### src/rtl/sub_result_capture.sv
// Two-entry capture FIFO for 4-bit subtractor results {d, b_out, v}, with a sticky overflow flag.
// Define SUB_OVF_COUNT_EN to add the saturating ovf_cnt overflow event counter port.
module sub_result_capture #(
  parameter int CNT_W = 8
) (
  input  logic             clk,
  input  logic             rst_n,
  input  logic             in_valid,
  output logic             in_ready,
  input  logic [3:0]       in_d,
  input  logic             in_b_out,
  input  logic             in_v,
  output logic             out_valid,
  input  logic             out_ready,
  output logic [3:0]       out_d,
  output logic             out_b_out,
  output logic             out_v,
  output logic             ovf_sticky,
  input  logic             ovf_clr
`ifdef SUB_OVF_COUNT_EN
  ,
  output logic [CNT_W-1:0] ovf_cnt
`endif
);

  localparam logic [1:0] EMPTY = 2'd0;
  localparam logic [1:0] ONE   = 2'd1;
  localparam logic [1:0] FULL  = 2'd2;

  typedef struct packed {
    logic [3:0] d;
    logic       b_out;
    logic       v;
  } entry_t;

  logic [1:0] state_q, state_d;
  logic       wr_ptr_q, wr_ptr_d;
  logic       rd_ptr_q, rd_ptr_d;
  logic       sticky_q, sticky_d;
  entry_t     mem_q [2];
  entry_t     head;
  logic       push, pop, ovf_push;

  // Handshake signals depend only on registered state, never on out_ready.
  assign in_ready  = (state_q != FULL);
  assign out_valid = (state_q != EMPTY);
  assign push      = in_valid && in_ready;
  assign pop       = out_valid && out_ready;
  assign ovf_push  = push && in_v;

  assign head      = out_valid ? mem_q[rd_ptr_q] : '0;
  assign out_d     = head.d;
  assign out_b_out = head.b_out;
  assign out_v     = head.v;
  assign ovf_sticky = sticky_q;

  always_comb begin
    state_d  = state_q;
    wr_ptr_d = wr_ptr_q;
    rd_ptr_d = rd_ptr_q;
    if (push) wr_ptr_d = ~wr_ptr_q;
    if (pop)  rd_ptr_d = ~rd_ptr_q;
    case (state_q)
      EMPTY:   if (push) state_d = ONE;
      ONE: begin
        if (push && !pop)      state_d = FULL;
        else if (pop && !push) state_d = EMPTY;
      end
      FULL:    if (pop) state_d = ONE;
      default: state_d = EMPTY;
    endcase
  end

  // A set from an overflowed push wins over a coincident clear.
  always_comb begin
    sticky_d = sticky_q;
    if (ovf_push)     sticky_d = 1'b1;
    else if (ovf_clr) sticky_d = 1'b0;
  end

  // NOTE: state uses non-blocking assignments so every register samples pre-edge values together.
  always_ff @(posedge clk or negedge rst_n) begin
    if (!rst_n) begin
      state_q  <= EMPTY;
      wr_ptr_q <= 1'b0;
      rd_ptr_q <= 1'b0;
      sticky_q <= 1'b0;
    end else begin
      state_q  <= state_d;
      wr_ptr_q <= wr_ptr_d;
      rd_ptr_q <= rd_ptr_d;
      sticky_q <= sticky_d;
    end
  end

  // NOTE: storage is not reset; the head is masked to zero whenever the FIFO is empty.
  always_ff @(posedge clk) begin
    if (push) mem_q[wr_ptr_q] <= '{d: in_d, b_out: in_b_out, v: in_v};
  end

`ifdef SUB_OVF_COUNT_EN
  localparam logic [CNT_W-1:0] CNT_MAX = {CNT_W{1'b1}};
  localparam logic [CNT_W-1:0] CNT_ONE = {{(CNT_W-1){1'b0}}, 1'b1};

  logic [CNT_W-1:0] cnt_q, cnt_d;

  always_comb begin
    cnt_d = cnt_q;
    if (ovf_clr)                          cnt_d = ovf_push ? CNT_ONE : '0;
    else if (ovf_push && cnt_q != CNT_MAX) cnt_d = cnt_q + CNT_ONE;
  end

  always_ff @(posedge clk or negedge rst_n) begin
    if (!rst_n) cnt_q <= '0;
    else        cnt_q <= cnt_d;
  end

  assign ovf_cnt = cnt_q;
`endif

endmodule

### config.mk
export PLATFORM = sky130hd
export DESIGN_NAME = sub_result_capture
export DESIGN_NICKNAME = d
export VERILOG_FILES = /design/src/rtl/sub_result_capture.sv
export SDC_FILE = /design/constraint.sdc
export NUM_CORES = 1
export LEC_CHECK = 0
export CAP_MARGIN = 20
export CORE_MARGIN = 8
export CORE_UTILIZATION = 45
export CTS_CLUSTER_DIAMETER = 60
export CTS_CLUSTER_SIZE = 10
export DETAILED_ROUTE_END_ITERATION = 7
export PLACE_DENSITY = 0.82
export SLEW_MARGIN = 20
export SYNTH_ARGS = -nofsm -noshare
export SYNTH_HDL_FRONTEND = slang
export SYNTH_SLANG_ARGS = --single-unit
### constraint.sdc
create_clock -name clk -period 1.7 [get_ports clk]
set_input_delay 0.425 -clock clk [delete_from_list [all_inputs] [get_ports clk]]
set_output_delay 0.425 -clock clk [all_outputs]
set_load 0.01 [all_outputs]
After elaboration in Yosys (flattened, before gate mapping) --
Memory sizes are Yosys's and may differ from the RTL's. Cells that the tools add are included.
Operators by class: bitwise operators 2, reduce and logical (&&, ||, !) cells 11, equality and inequality tests 6, muxes and demuxes 10
Operators by type and width (number):
- $mux W2 | 4
- $mux W6 | 1
- $ne A2 B2 Y1 const B | 3
- $pmux W2 S3 | 1
- $logic_and A1 B1 Y1 | 5
- $mux W1 | 4
- $reduce_bool A2 Y1 | 2
- $ne A3 B3 Y1 const B | 1
- $reduce_and A3 Y1 | 1
- $eq A2 B1 Y1 const B | 1
- $eq A2 B2 Y1 const B | 1
- $logic_not A1 Y1 | 2
- $logic_not A2 Y1 | 1
- $not A1 Y1 | 2
Storage, ports and cells: memory bits (writable) 12, register bits 5, memories 1, output and inout port bits 9
Memory list:
- mem_q | depth 2, bits a word 6, read ports 1, clocked after memory_dff 0, write ports 1, RTL line 40 | entry_t mem_q [2];

Depth between registers and ports, before layout --
word-level depth 7, depth in mapped cells 6, mapped depth without buffers 6

Least setup slack after synthesis --
OpenSTA, ideal clock, no wires.
path type register to register, start point reg state_q[0], end point reg state_q[1], clock period less this slack 1.334 ns, arrival time 1.251 ns, stages on the path, launching flop included 7, buffers on the path 0, setup slack 0.366 ns, cells stage by stage dfrtp_1 nand2b_4 nand2_4 inv_1 ha_1 nand3b_1 o22ai_1
On the way: longest elaborated chain between the ends 6, elaborated cells between the ends (all ways) 17
Ends and longest elaborated chain:
- from (decl) | RTL line 36 | logic [1:0] state_q, state_d;
- from (signal assigned) | RTL line 89 | state_q <= state_d;
- $ne A2 B2 Y1 * | RTL line 45 | assign in_ready = (state_q != FULL);
- net in_ready | RTL line 9 | output logic in_ready,
- $logic_and A1 B1 Y1 * | RTL line 47 | assign push = in_valid && in_ready;
- $logic_not A1 Y1 | RTL line 67 | else if (pop && !push) state_d = EMPTY;
- $logic_and A1 B1 Y1 | RTL line 67
- $ne A3 B3 Y1 (no source line)
- $reduce_and A3 Y1 (no source line)
Mark *: on every way through the listed nets, which the timed path passes. The rest lies on a longest branch. A chain may end at the register's enable or synchronous reset.

Worst setup path in the final report --
start point reg rd_ptr_q, end point out out_d[0]
On the way: longest elaborated chain between the ends 2
Ends and longest elaborated chain:
- from (decl) | RTL line 38 | logic rd_ptr_q, rd_ptr_d;
- from (signal assigned) | RTL line 91 | rd_ptr_q <= rd_ptr_d;
- $mem_v2 Z2 W6
- $mux W6 | RTL line 51 | assign head = out_valid ? mem_q[rd_ptr_q] : '0;
- to (decl) | RTL line 15 | output logic [3:0] out_d,
Every way passes these cells.

==> impl_metrics.csv <==
group,metric,value,unit
timing,worstMarginPinSlew,228,ps
floorplan,start_util,0.474,
pwr,power_density,1590,nW/um^2
cells_and_area,syn_to_final_growth,44.5,%
global_routing,grt-ovfl-total,0,
global_routing,grt_usage,0.101,
worst_setup_path,reg2reg_to,"state_q[1]$_DFFE_PN0P_",
cts,clk_pin_slew_worst_paths,100,ps
placed_design,place_congestion,0.833,
timing,hold_viol,0,
worst_setup_path,worstPathArrival,1310,ps
cts,cts_inserted_buffers,3,
cells_and_area,drive_above_1_share,0.360,
cells_and_area,final_nets,99,
synth,syn_inst,49,
cts,cts_root_buf,"clkbuf_4",
worst_setup_path,critPathLaunchType,"register",
pwr,peakVddDrop,0.784,mV
worst_setup_path,r2r-start,"state_q[0]$_DFFE_PN0P_",
cts,hold_buffers,0,
timing,finalCritPeriodShare,1.02,
run_status,status,"finished, violations left",
worst_setup_path,crit_fanout,5,
placed_design,dp_hpwl,1.11,mm
routing,first_iter_violations,5,
cts,cts.sinks,17,
flow_run,maxCapViolations,0,
worst_setup_path,path_class,"register to output pin",
cts,cts.htree.levels,1,
synth,synth_area_leaders,"edfxtp_1 50%, dfrtp_1 18%, mux2i_1 9.8%",
timing,report.final.slew_viol_count,0,
synth,synth_top_area_cell,"edfxtp_1",
synth,yosysSeqAreaShare,0.680,
floorplan,ioPinCount,20,
synth,syn-num-nets,61,
floorplan,fp.dieH,55.8,microns
worst_setup_path,required,1270,ps
global_routing,grt_pass1_vias,547,
timing,layout_min_cycle_time,1740,ps
global_routing,grt_pass1_wl,2.50,mm
timing,slew_headroom,0.848,
worst_hold_path,hold_path.class,"input port to asynchronous set/reset pin",
cts,clock_path_buffers,2,
cts,cts_tree,"done",
global_routing,grt_max_degree,10,
routing,wire_per_inst,14.7,microns
cells_and_area,fin_area,1030,sq um
worst_setup_path,r2r_setup_slack,120,ps
routing,vias_per_cell,4.99,
run_status,violations,"negative setup slack",
synth,synth.top_cell.area_share,0.504,
worst_setup_path,reg2reg_depth,8,
timing,setup_slack,-37.0,ps
pwr,p_leak,0.463,nW
floorplan,core-area,1510,sq um
global_routing,antenna_found_initial,0,
placed_design,portBuffers,19,
floorplan,die-area,3120,sq um
routing,postRouteAntennaNets,0,
placed_design,dp_cells,93,
timing,clock_skew,5.72,ps
placed_design,dp_slack,-57.6,ps
routing,wirelength,1.50,mm
floorplan,chipWidth,55.8,microns
routing,drc,0,
synth,yosysWarnings,0,
cts,clk_latency,290,ps
worst_setup_path,end_kind,"output pin",
placed_design,placed_area,995,sq um
cells_and_area,diodes,0,
timing,rsz0062_at_grt,"true",
routing,dr.pass1.iters,3,
synth,synth.distinct_cells,17,
synth,ys_ff_latch,17,
synth,synthesis.area,714,sq um
timing,whs,343,ps
synth,syn_area_per_cell,14.6,sq um
timing,setup_viol,1,
pwr,power,1.64,mW
cells_and_area,final_cells,102,
routing,vias,509,
floorplan,rows,14,
timing,max_freq,576,MHz
[synth_stat cells]
master / number
nand3_1: 1
ha_1: 1
nand3b_1: 1
xnor2_1: 1
nor2_1: 8
o21ai_2: 1
nand2b_4: 1
and3_2: 1
edfxtp_1: 12
nand2_4: 1
dfrtp_1: 5
o21ai_0: 1
mux2i_1: 7
xnor2_2: 1
inv_1: 4
o22ai_1: 2
buf_2: 1
[routing by layer]
| metal | track usage | wire length [microns] |
|---|---|---|
| met1 | 0.105 | 602 |
| met2 | 0.170 | 791 |
| met3 | 0.0342 | 79 |
| met4 | 0.0619 | 29 |
| met5 | 0 | 0 |
[cells by family (layout without fill, tap and decap cells)]
kind of cell,Yosys count,after routing,share of synthesized area
flops,17,17,0.680
simple gates,13,13,0.105
xor+xnor,2,2,0.0350
buf+inv,5,42,0.0280
fa+ha+maj,1,1,0.0175
compound gates,4,4,0.0368
mux,7,7,0.0981
[cells in the final DEF (no fill, tap or decap), types with 2 or more instances in the layout]
| cell | synthesis | layout |
|---|---|---|
| clkdlybuf4s50_1 | 0 | 11 |
| nor2_1 | 8 | 8 |
| buf_2 | 1 | 6 |
| buf_6 | 0 | 2 |
| dfrtp_1 | 5 | 4 |
| edfxtp_1 | 12 | 12 |
| inv_1 | 4 | 4 |
| mux2i_1 | 7 | 7 |
| o22ai_1 | 2 | 2 |
| buf_4 | 0 | 13 |
| clkbuf_4 | 0 | 3 |
[critical path: stages, from the launching register on]
cell and delay, ps:
dfrtp_2 450, buf_6 130, buf_6 100, mux2i_1 100
nor2_1 100, buf_2 140
[power by group]
group / leakage, nW / switching, mW / internal, mW
sequential: 0.172 / 0.0611 / 0.570
combinational: 0.275 / 0.357 / 0.435
clock: 0.0150 / 0.123 / 0.0911
total: 0.463 / 0.541 / 1.10
[stage by stage]
step / util / setup TNS [ps]
4_1_cts: 0.687 / -10.2
5_1_grt: 0.685 / -279
3_3_place_gp: 0.660 / -12.5
6_report: 0.685 / -37.0
2_1_floorplan: - / 0
3_5_place_dp: 0.660 / -151
[how the worst max path moves through the flow]
stage	from	endpoint	depth (start not counted)
final	rd_ptr_q$_DFFE_PN0P_	out_d[0]	5
after global routing	rd_ptr_q$_DFFE_PN0P_	out_d[0]	5
after CTS	rd_ptr_q$_DFFE_PN0P_	out_d[0]	5
after detailed placement	rd_ptr_q$_DFFE_PN0P_	out_d[2]	3
after global placement	rd_ptr_q$_DFFE_PN0P_	out_d[1]	3
after floorplan	state_q[0]$_DFFE_PN0P_	state_q[1]$_DFFE_PN0P_	6
[what timing repair did]
item	CTS	global route
cloned	0	0
buffers inserted	5	0
gates resized for setup	29	3
pin swaps	0	0
endpoints found under the setup margin	8	8
[area by class of cell]
cell class,count,area [sq um]
Clock buffer,4,26.3
Fill cell,112,474
Sequential cell,17,487
Inverter,4,15.0
Timing Repair Buffer,34,275
Multi-Input combinational cell,27,209
Tap cell,16,20.0
[flip-flops by register name (all words and copies together), names as in the netlist]
name and cells:
wr_ptr_q 1, ovf_sticky 1, state_q 2, mem_q 12
rd_ptr_q 1
Power figures use the tool's default switching activity.
